===== src/rtl/id_ex_skid_stage_if.sv =====
// Decode-to-execute handshake bundle for the ID/EX stage: upstream payload,
// downstream payload, flush and occupancy.
interface id_ex_skid_stage_if #(
    parameter int ADDR_W = 16,
    parameter int DATA_W = 16,
    parameter int REG_W  = 3,
    parameter int CTRL_W = 7
);
    logic              up_valid_i;
    logic              up_ready_o;
    logic [ADDR_W-1:0] up_pc_i;
    logic [DATA_W-1:0] up_data1_i;
    logic [DATA_W-1:0] up_data2_i;
    logic [REG_W-1:0]  up_reg3_i;
    logic [DATA_W-1:0] up_inst_i;
    logic [CTRL_W-1:0] up_ctrl_i;
    logic              flush_i;
    logic              dn_valid_o;
    logic              dn_ready_i;
    logic [ADDR_W-1:0] dn_pc_o;
    logic [DATA_W-1:0] dn_data1_o;
    logic [DATA_W-1:0] dn_data2_o;
    logic [REG_W-1:0]  dn_reg3_o;
    logic [DATA_W-1:0] dn_inst_o;
    logic [CTRL_W-1:0] dn_ctrl_o;
    logic [1:0]        occupancy_o;

    modport master (
        output up_valid_i, up_pc_i, up_data1_i, up_data2_i, up_reg3_i,
               up_inst_i, up_ctrl_i, flush_i, dn_ready_i,
        input  up_ready_o, dn_valid_o, dn_pc_o, dn_data1_o, dn_data2_o,
               dn_reg3_o, dn_inst_o, dn_ctrl_o, occupancy_o
    );

    modport slave (
        input  up_valid_i, up_pc_i, up_data1_i, up_data2_i, up_reg3_i,
               up_inst_i, up_ctrl_i, flush_i, dn_ready_i,
        output up_ready_o, dn_valid_o, dn_pc_o, dn_data1_o, dn_data2_o,
               dn_reg3_o, dn_inst_o, dn_ctrl_o, occupancy_o
    );
endinterface


===== src/rtl/id_ex_skid_stage.sv =====
// ID/EX pipeline register with valid/ready handshake, optional one-entry skid
// buffer, synchronous flush and bubble forcing of the control vector.
module id_ex_skid_stage #(
    parameter int ADDR_W  = 16,
    parameter int DATA_W  = 16,
    parameter int REG_W   = 3,
    parameter int CTRL_W  = 7,
    parameter int SKID_EN = 1
) (
    input  logic               clk_i,
    input  logic               rst_i,
    id_ex_skid_stage_if.slave  bus
);
    localparam int PAY_W = ADDR_W + 3*DATA_W + REG_W + CTRL_W;

    typedef enum logic [1:0] {
        EMPTY = 2'd0,
        FULL  = 2'd1,
        SKID  = 2'd2
    } state_t;

    state_t             state_p1;
    logic [PAY_W-1:0]   pay_p0;
    logic [PAY_W-1:0]   main_p1;
    logic [PAY_W-1:0]   skid_p1;
    logic [CTRL_W-1:0]  main_ctrl;
    logic               dn_valid;
    logic               up_ready;
    logic               accept;
    logic               retire;

    assign pay_p0 = {bus.up_pc_i, bus.up_data1_i, bus.up_data2_i,
                     bus.up_reg3_i, bus.up_inst_i, bus.up_ctrl_i};

    assign dn_valid = (state_p1 != EMPTY);

    // With the skid buffer, ready depends only on registered state; without it,
    // ready passes dn_ready_i straight through so a held entry can be replaced.
    assign up_ready = ~rst_i & ((SKID_EN != 0) ? (state_p1 != SKID)
                                               : (~dn_valid | bus.dn_ready_i));

    assign accept = bus.up_valid_i & up_ready;
    assign retire = dn_valid & bus.dn_ready_i;

    // Stage boundary: decode payload -> main/skid entries
    always_ff @(posedge clk_i or posedge rst_i) begin
        if (rst_i) begin
            state_p1 <= EMPTY;
            main_p1  <= '0;
            skid_p1  <= '0;
        end else if (bus.flush_i) begin
            state_p1 <= EMPTY;
        end else begin
            case (state_p1)
                EMPTY: begin
                    if (accept) begin
                        main_p1  <= pay_p0;
                        state_p1 <= FULL;
                    end
                end
                FULL: begin
                    if (accept && retire) begin
                        main_p1 <= pay_p0;
                    end else if (retire) begin
                        state_p1 <= EMPTY;
                    end else if (accept && (SKID_EN != 0)) begin
                        skid_p1  <= pay_p0;
                        state_p1 <= SKID;
                    end
                end
                SKID: begin
                    if (retire) begin
                        main_p1  <= skid_p1;
                        state_p1 <= FULL;
                    end
                end
                default: state_p1 <= EMPTY;
            endcase
        end
    end

    assign {bus.dn_pc_o, bus.dn_data1_o, bus.dn_data2_o,
            bus.dn_reg3_o, bus.dn_inst_o, main_ctrl} = main_p1;

    // A stale entry must never drive regWrite/memWrite into execute.
    assign bus.dn_ctrl_o   = dn_valid ? main_ctrl : '0;
    assign bus.dn_valid_o  = dn_valid;
    assign bus.up_ready_o  = up_ready;
    assign bus.occupancy_o = state_p1;
endmodule


===== src/flat_wrapper.sv =====
// flat-port wrapper written by rule: the top's interface ports become plain ports
module id_ex_skid_stage_flat 
#(
    parameter int ADDR_W  = 16,
    parameter int DATA_W  = 16,
    parameter int REG_W   = 3,
    parameter int CTRL_W  = 7,
    parameter int SKID_EN = 1
)
  (clk_i, rst_i, bus_up_valid_i, bus_up_pc_i, bus_up_data1_i, bus_up_data2_i, bus_up_reg3_i, bus_up_inst_i, bus_up_ctrl_i, bus_flush_i, bus_dn_ready_i, bus_up_ready_o, bus_dn_valid_o, bus_dn_pc_o, bus_dn_data1_o, bus_dn_data2_o, bus_dn_reg3_o, bus_dn_inst_o, bus_dn_ctrl_o, bus_occupancy_o);
  id_ex_skid_stage_if #(.ADDR_W(ADDR_W), .DATA_W(DATA_W), .REG_W(REG_W), .CTRL_W(CTRL_W)) bus_i ();
  input  logic clk_i;
  input  logic rst_i;
  input wire logic [$bits(bus_i.up_valid_i)-1:0] bus_up_valid_i;
  input wire logic [$bits(bus_i.up_pc_i)-1:0] bus_up_pc_i;
  input wire logic [$bits(bus_i.up_data1_i)-1:0] bus_up_data1_i;
  input wire logic [$bits(bus_i.up_data2_i)-1:0] bus_up_data2_i;
  input wire logic [$bits(bus_i.up_reg3_i)-1:0] bus_up_reg3_i;
  input wire logic [$bits(bus_i.up_inst_i)-1:0] bus_up_inst_i;
  input wire logic [$bits(bus_i.up_ctrl_i)-1:0] bus_up_ctrl_i;
  input wire logic [$bits(bus_i.flush_i)-1:0] bus_flush_i;
  input wire logic [$bits(bus_i.dn_ready_i)-1:0] bus_dn_ready_i;
  output wire logic [$bits(bus_i.up_ready_o)-1:0] bus_up_ready_o;
  output wire logic [$bits(bus_i.dn_valid_o)-1:0] bus_dn_valid_o;
  output wire logic [$bits(bus_i.dn_pc_o)-1:0] bus_dn_pc_o;
  output wire logic [$bits(bus_i.dn_data1_o)-1:0] bus_dn_data1_o;
  output wire logic [$bits(bus_i.dn_data2_o)-1:0] bus_dn_data2_o;
  output wire logic [$bits(bus_i.dn_reg3_o)-1:0] bus_dn_reg3_o;
  output wire logic [$bits(bus_i.dn_inst_o)-1:0] bus_dn_inst_o;
  output wire logic [$bits(bus_i.dn_ctrl_o)-1:0] bus_dn_ctrl_o;
  output wire logic [$bits(bus_i.occupancy_o)-1:0] bus_occupancy_o;
  assign bus_i.up_valid_i = bus_up_valid_i;
  assign bus_i.up_pc_i = bus_up_pc_i;
  assign bus_i.up_data1_i = bus_up_data1_i;
  assign bus_i.up_data2_i = bus_up_data2_i;
  assign bus_i.up_reg3_i = bus_up_reg3_i;
  assign bus_i.up_inst_i = bus_up_inst_i;
  assign bus_i.up_ctrl_i = bus_up_ctrl_i;
  assign bus_i.flush_i = bus_flush_i;
  assign bus_i.dn_ready_i = bus_dn_ready_i;
  assign bus_up_ready_o = bus_i.up_ready_o;
  assign bus_dn_valid_o = bus_i.dn_valid_o;
  assign bus_dn_pc_o = bus_i.dn_pc_o;
  assign bus_dn_data1_o = bus_i.dn_data1_o;
  assign bus_dn_data2_o = bus_i.dn_data2_o;
  assign bus_dn_reg3_o = bus_i.dn_reg3_o;
  assign bus_dn_inst_o = bus_i.dn_inst_o;
  assign bus_dn_ctrl_o = bus_i.dn_ctrl_o;
  assign bus_occupancy_o = bus_i.occupancy_o;
  id_ex_skid_stage #(.ADDR_W(ADDR_W), .DATA_W(DATA_W), .REG_W(REG_W), .CTRL_W(CTRL_W), .SKID_EN(SKID_EN)) u_core (.clk_i(clk_i), .rst_i(rst_i), .bus(bus_i));
endmodule

===== config.mk =====
export PLATFORM = sky130hd
export DESIGN_NAME = id_ex_skid_stage_flat
export DESIGN_NICKNAME = d
export VERILOG_FILES = /design/src/rtl/id_ex_skid_stage_if.sv /design/src/rtl/id_ex_skid_stage.sv /design/src/flat_wrapper.sv
export SDC_FILE = /design/constraint.sdc
export NUM_CORES = 1
export LEC_CHECK = 0
export ABC_AREA = 1
export BUFFER_PORTS_ARGS = -buffer_cell sky130_fd_sc_hd__buf_2
export CAP_MARGIN = 10
export CORE_MARGIN = 4
export CORE_UTILIZATION = 30
export CTS_CLUSTER_DIAMETER = 150
export DETAILED_ROUTE_END_ITERATION = 16
export SLEW_MARGIN = 20
export SYNTH_ARGS = -nofsm -noshare
export SYNTH_HDL_FRONTEND = slang
export SYNTH_SLANG_ARGS = --single-unit

===== constraint.sdc =====
create_clock -name clk_i -period 11.1 [get_ports clk_i]
set_input_delay 1.11 -clock clk_i [delete_from_list [all_inputs] [get_ports clk_i]]
set_output_delay 1.11 -clock clk_i [all_outputs]
set_load 0.05 [all_outputs]

# Word level (Yosys, flattened, before mapping)
# Cells that the tools add are included.
[word_totals]
reg_bits = 150
elab_cells = 39
out_inout_bits = 78
in_bits = 79
[op_classes]
eq_ne = 10
n_mux = 12
bitwise_logic = 7
reduce_logical = 7
[ops]
columns = ["operator", "n"]
rows = [
  ["$mux W74", 3],
  ["$pmux W74 S3", 1],
  ["$mux W2", 6],
  ["$reduce_and A5 Y1", 2],
  ["$mux W7", 1],
  ["$ne A2 B1 Y1 const B", 3],
  ["$ne A3 B2 Y1 const B", 2],
  ["$pmux W2 S3", 1],
  ["$ne A4 B2 Y1 const B", 1],
  ["$not A1 Y1", 4],
  ["$reduce_and A4 Y1", 1],
  ["$and A1 B1 Y1", 3],
  ["$ne A3 B3 Y1 const B", 1],
  ["$reduce_bool A3 Y1", 1],
  ["$eq A2 B1 Y1 const B", 1],
  ["$eq A2 B2 Y1 const B", 1],
  ["$logic_not A2 Y1", 1],
  ["$ne A2 B2 Y1 const B", 1],
  ["$reduce_bool A2 Y1", 1],
  ["$logic_and A1 B1 Y1", 1],
]

# Logic depth before layout (Yosys ltp)
[logic_depth]
depth_word = 8
ltp_mapped = 10
mapped_depth_nobuf = 7

# Worst setup path before layout
# No wires, ideal clock.
[synth_path]
kind = "input-to-reg"
from = "in rst_i"
to = "reg u_core.skid_p1[13]"
setup_time_ns = 0.126
n_path_buf = 2
arrival_time_ns = 5.288
cell_stages = 8
required_ns = 10.974
setup_slack_ns = 5.686
path_cell_list = "inv_1 nand4_2 inv_2 nand2_1 buf_2 buf_2 nand2_1 o21ai_0"
[synth_between]
elab_chain_cells = 6
[synth_rtl]
columns = ["element", "line", "text"]
rows = [
  ["start: declaration", "flat_wrapper.sv:13", "input logic rst_i;"],
  ["$not A1 Y1 *", "id_ex_skid_stage.sv:39", "assign up_ready = ~rst_i & ((SKID_EN != 0) ? (state_p1 != SKID)"],
  ["$and A1 B1 Y1 *", "id_ex_skid_stage.sv:39", ""],
  ["$and A1 B1 Y1 *", "id_ex_skid_stage.sv:42", "assign accept = bus.up_valid_i & up_ready;"],
  ["$logic_and A1 B1 Y1", "id_ex_skid_stage.sv:62", "if (accept && retire) begin"],
  ["$not A1 Y1 (no source line)", "--", ""],
  ["$reduce_and A5 Y1 (no source line) *", "--", ""],
  ["end signal: assignment", "id_ex_skid_stage.sv:67", "skid_p1 <= pay_p0;"],
  ["end: declaration", "id_ex_skid_stage.sv:25", "logic [PAY_W-1:0] skid_p1;"],
]
# Every way passes the cells marked *; elsewhere a longest branch is shown, timed or not.
# A chain may end at the register's enable or synchronous reset.

# Final worst setup path
[layout_path]
from = "in rst_i"
to = "reg u_core.main_p1[57]"
[layout_between]
elab_chain_cells = 6
word_cells_on_any_way = 7
cone_classes = "eq/ne (2); bitwise (3); reduce/logical (2)"
[layout_rtl]
columns = ["element", "line", "text"]
rows = [
  ["$not A1 Y1 *", "id_ex_skid_stage.sv:39", ""],
  ["$and A1 B1 Y1 *", "id_ex_skid_stage.sv:39", ""],
  ["$and A1 B1 Y1 *", "id_ex_skid_stage.sv:42", ""],
  ["$logic_and A1 B1 Y1", "id_ex_skid_stage.sv:62", ""],
  ["$ne A2 B1 Y1 (no source line)", "--", ""],
  ["$reduce_and A5 Y1 (no source line) *", "--", ""],
  ["end signal: assignment", "id_ex_skid_stage.sv:57", "main_p1 <= pay_p0;"],
  ["end signal: assignment", "id_ex_skid_stage.sv:63", "main_p1 <= pay_p0;"],
  ["end signal: assignment", "id_ex_skid_stage.sv:73", "main_p1 <= skid_p1;"],
  ["end: declaration", "id_ex_skid_stage.sv:24", "logic [PAY_W-1:0] main_p1;"],
]
# Marks and branches as above.

==> qor.yml <==
status: "complete, no violations"
viasPerCell: 4.41
port_buffers: 156
clock-sinks: 150
nets: 1053
wire_per_inst_um: 13.2
drive_gt1_frac: 0.208
cts-root-buf: "clkbuf_16"
clk_pin_slew_ps: 60
setup_tns_ps: 0
ant_nets: 0
crit_type: "input pin to register"
clk_latency_ps: 410
fin_cells: 1306
min_period_ps: 3500
ys_seq_area_frac: 0.516
crit_fanout: 75
setup_viol: 0
ctsLongestPathBuffers: 2
worstMarginPinSlew_ps: 988
grt_usage: 0.132
drt_iter0_drc: 342
relSlewSlack: 0.338
report.final.slew_viol_count: 0
drt_first_pass_iters: 5
diodes: 0
synth_area_per_cell_um2: 7.92
post-synth-top-area-cell: "dfrtp_1"
io_pins: 157
yosys-top-cells-area: "dfrtp_1, nand2_1, buf_4"
drc_errors: 0
yosys_warnings: 0
stdcell_area_um2: 8340
cp.arrival_ps: 3800
ys_seq_elements: 150
grt.overflow.total: 0
synthArstFlopShare: 1.00
cts_setup_buffers: 0
grt_pass1_vias: 5565
synth_cell_types: 19
cts_tree: "built"
die_area_um2: 26800
worstPathRequired_ps: 11390
leakagePower_nw: 4.50
post-place-cells: 1274
die_h_um: 164
cp-start-kind: "input pin"
hp-class: "register to register"
num_vias: 5757
cts_htree_levels: 4
areaGrowthSynthToFinish_pct: 14.6
start_util: 0.307
power_density_nw_per_um2: 227
fill_cells: 2552
rsz0062_at_grt: "no"
die_w_um: 164
drv_cap: 0
cts_hold_buf: 0
cts_made_buffers: 17
fp-row-count: 56
synth_common_cells: "nand2_1, dfrtp_1, o21ai_0"
irDropWorstVdd_v: 0.000108
hold_viol: 0
synthesis.nets: 998
post-dp-hpwl_um: 10600
grt_pass1_wl_um: 28600
fin_crit_sh: 0.316
max_freq_mhz: 286
critPathCaptureType: "register"
postPlaceCellArea_um2: 7730
synth_edf_count: 0
antenna_found_initial: 1
skew_ps: 5.89
grt_max_degree: 84
cts_resized: 0
post-synth-top-count-cell: "nand2_1"
syn_area_um2: 7280
ys.flop_type: "dfrtp_1"
gp_congestion: 0.736
synth_top_area_frac: 0.516
final_core_utilization: 0.352
core_area_um2: 23700
synth_cells: 919
wl_um: 17200
[logic make-up after synthesis]
logic type,after synthesis,synth area share
compound gates,127,0.0878
buf+inv,202,0.150
flops,150,0.516
simple gates,440,0.247
[cell type report]
cell class | instances | area (um2) | share of cell area
inverter | 78 | 300 | 0.0360
timing repair buffer | 160 | 815 | 0.0976
tap | 319 | 399 | 0.0478
sequential | 150 | 3750 | 0.450
multi-input combinational | 567 | 2460 | 0.295
clock buffer | 18 | 439 | 0.0526
clock inverter | 14 | 173 | 0.0207
[registers in the layout, indices dropped and copies added (netlist names)]
register	count
u_core.bus.occupancy_o	2
u_core.skid_p1	74
u_core.main_p1	74
[layer usage]
metal | GRT usage | share of wire | routed length (um) | vias up
li1 | - | - | - | 2915
met1 | 0.182 | 0.48 | 8330 | 2685
met2 | 0.210 | 0.45 | 7750 | 143
met3 | 0.0311 | 0.056 | 965 | 12
met4 | 0.0320 | 0.0090 | 155 | 2
met5 | 0 | 0.00076 | 13 | -
[through the flow]
step / power [mW] / setup WS [ps] / hold WS, ps
floorplan: 1.26 / 5690 / 442
global placement: 1.30 / 7090 / 452
detailed placement: 1.31 / 7030 / 453
CTS: 1.92 / 7480 / 469
global route: 2.01 / 7170 / 478
finish: 1.89 / 7600 / 464
[power breakdown]
part           internal, mW  leakage (nW)  total (mW)  switching (mW)
Combinational         0.126          2.31       0.523           0.397
Sequential            0.692          1.90       0.767          0.0745
Clock                 0.362         0.285       0.604           0.242
[worst paths after layout]
| check | from | to | slack (ps) | cells past startpoint |
|---|---|---|---|---|
| setup / recovery | rst_i | u_core.main_p1[57] | 7600 | 7 |
| min in group asynchronous | rst_i | u_core.skid_p1[17] | 800 | 2 |
| hold / removal | u_core.main_p1[36] | u_core.main_p1[36] | 460 | 2 |
| max in group asynchronous | rst_i | u_core.skid_p1[51] | 9060 | 3 |
| hold reg to reg | u_core.main_p1[36] | u_core.main_p1[36] | 460 | 2 |
| setup reg to reg | u_core.bus.occupancy_o[1] | u_core.main_p1[57] | 8250 | 6 |
[critical path, cell delays in order]
cell and delay (ps):
buf_2 130, inv_6 460, nand4_1 290, nand2_4 730
nand2_4 720, nand2_1 240, nand2_1 70
[cell usage in the layout, fill, tap and decap left out]
cell type	synthesis	final
inv_2	4	3
nand2_1	337	334
nor2_4	1	1
buf_2	38	156
nand3_1	89	89
clkinvlp_4	0	5
clkinv_4	0	1
buf_6	2	1
inv_4	0	1
a21oi_4	0	1
o21ai_1	28	28
dfrtp_1	150	150
inv_6	0	4
nor3_2	1	1
buf_4	72	3
nand4_1	1	1
nand4_2	1	1
a21oi_1	1	1
inv_1	74	73
nand2_4	1	4
bufinv_16	0	3
clkinv_2	0	2
clkbuf_8	0	1
clkbuf_16	0	17
nor2_1	9	9
o21ai_0	97	97
Note: power is estimated with default switching activity, not from simulation.
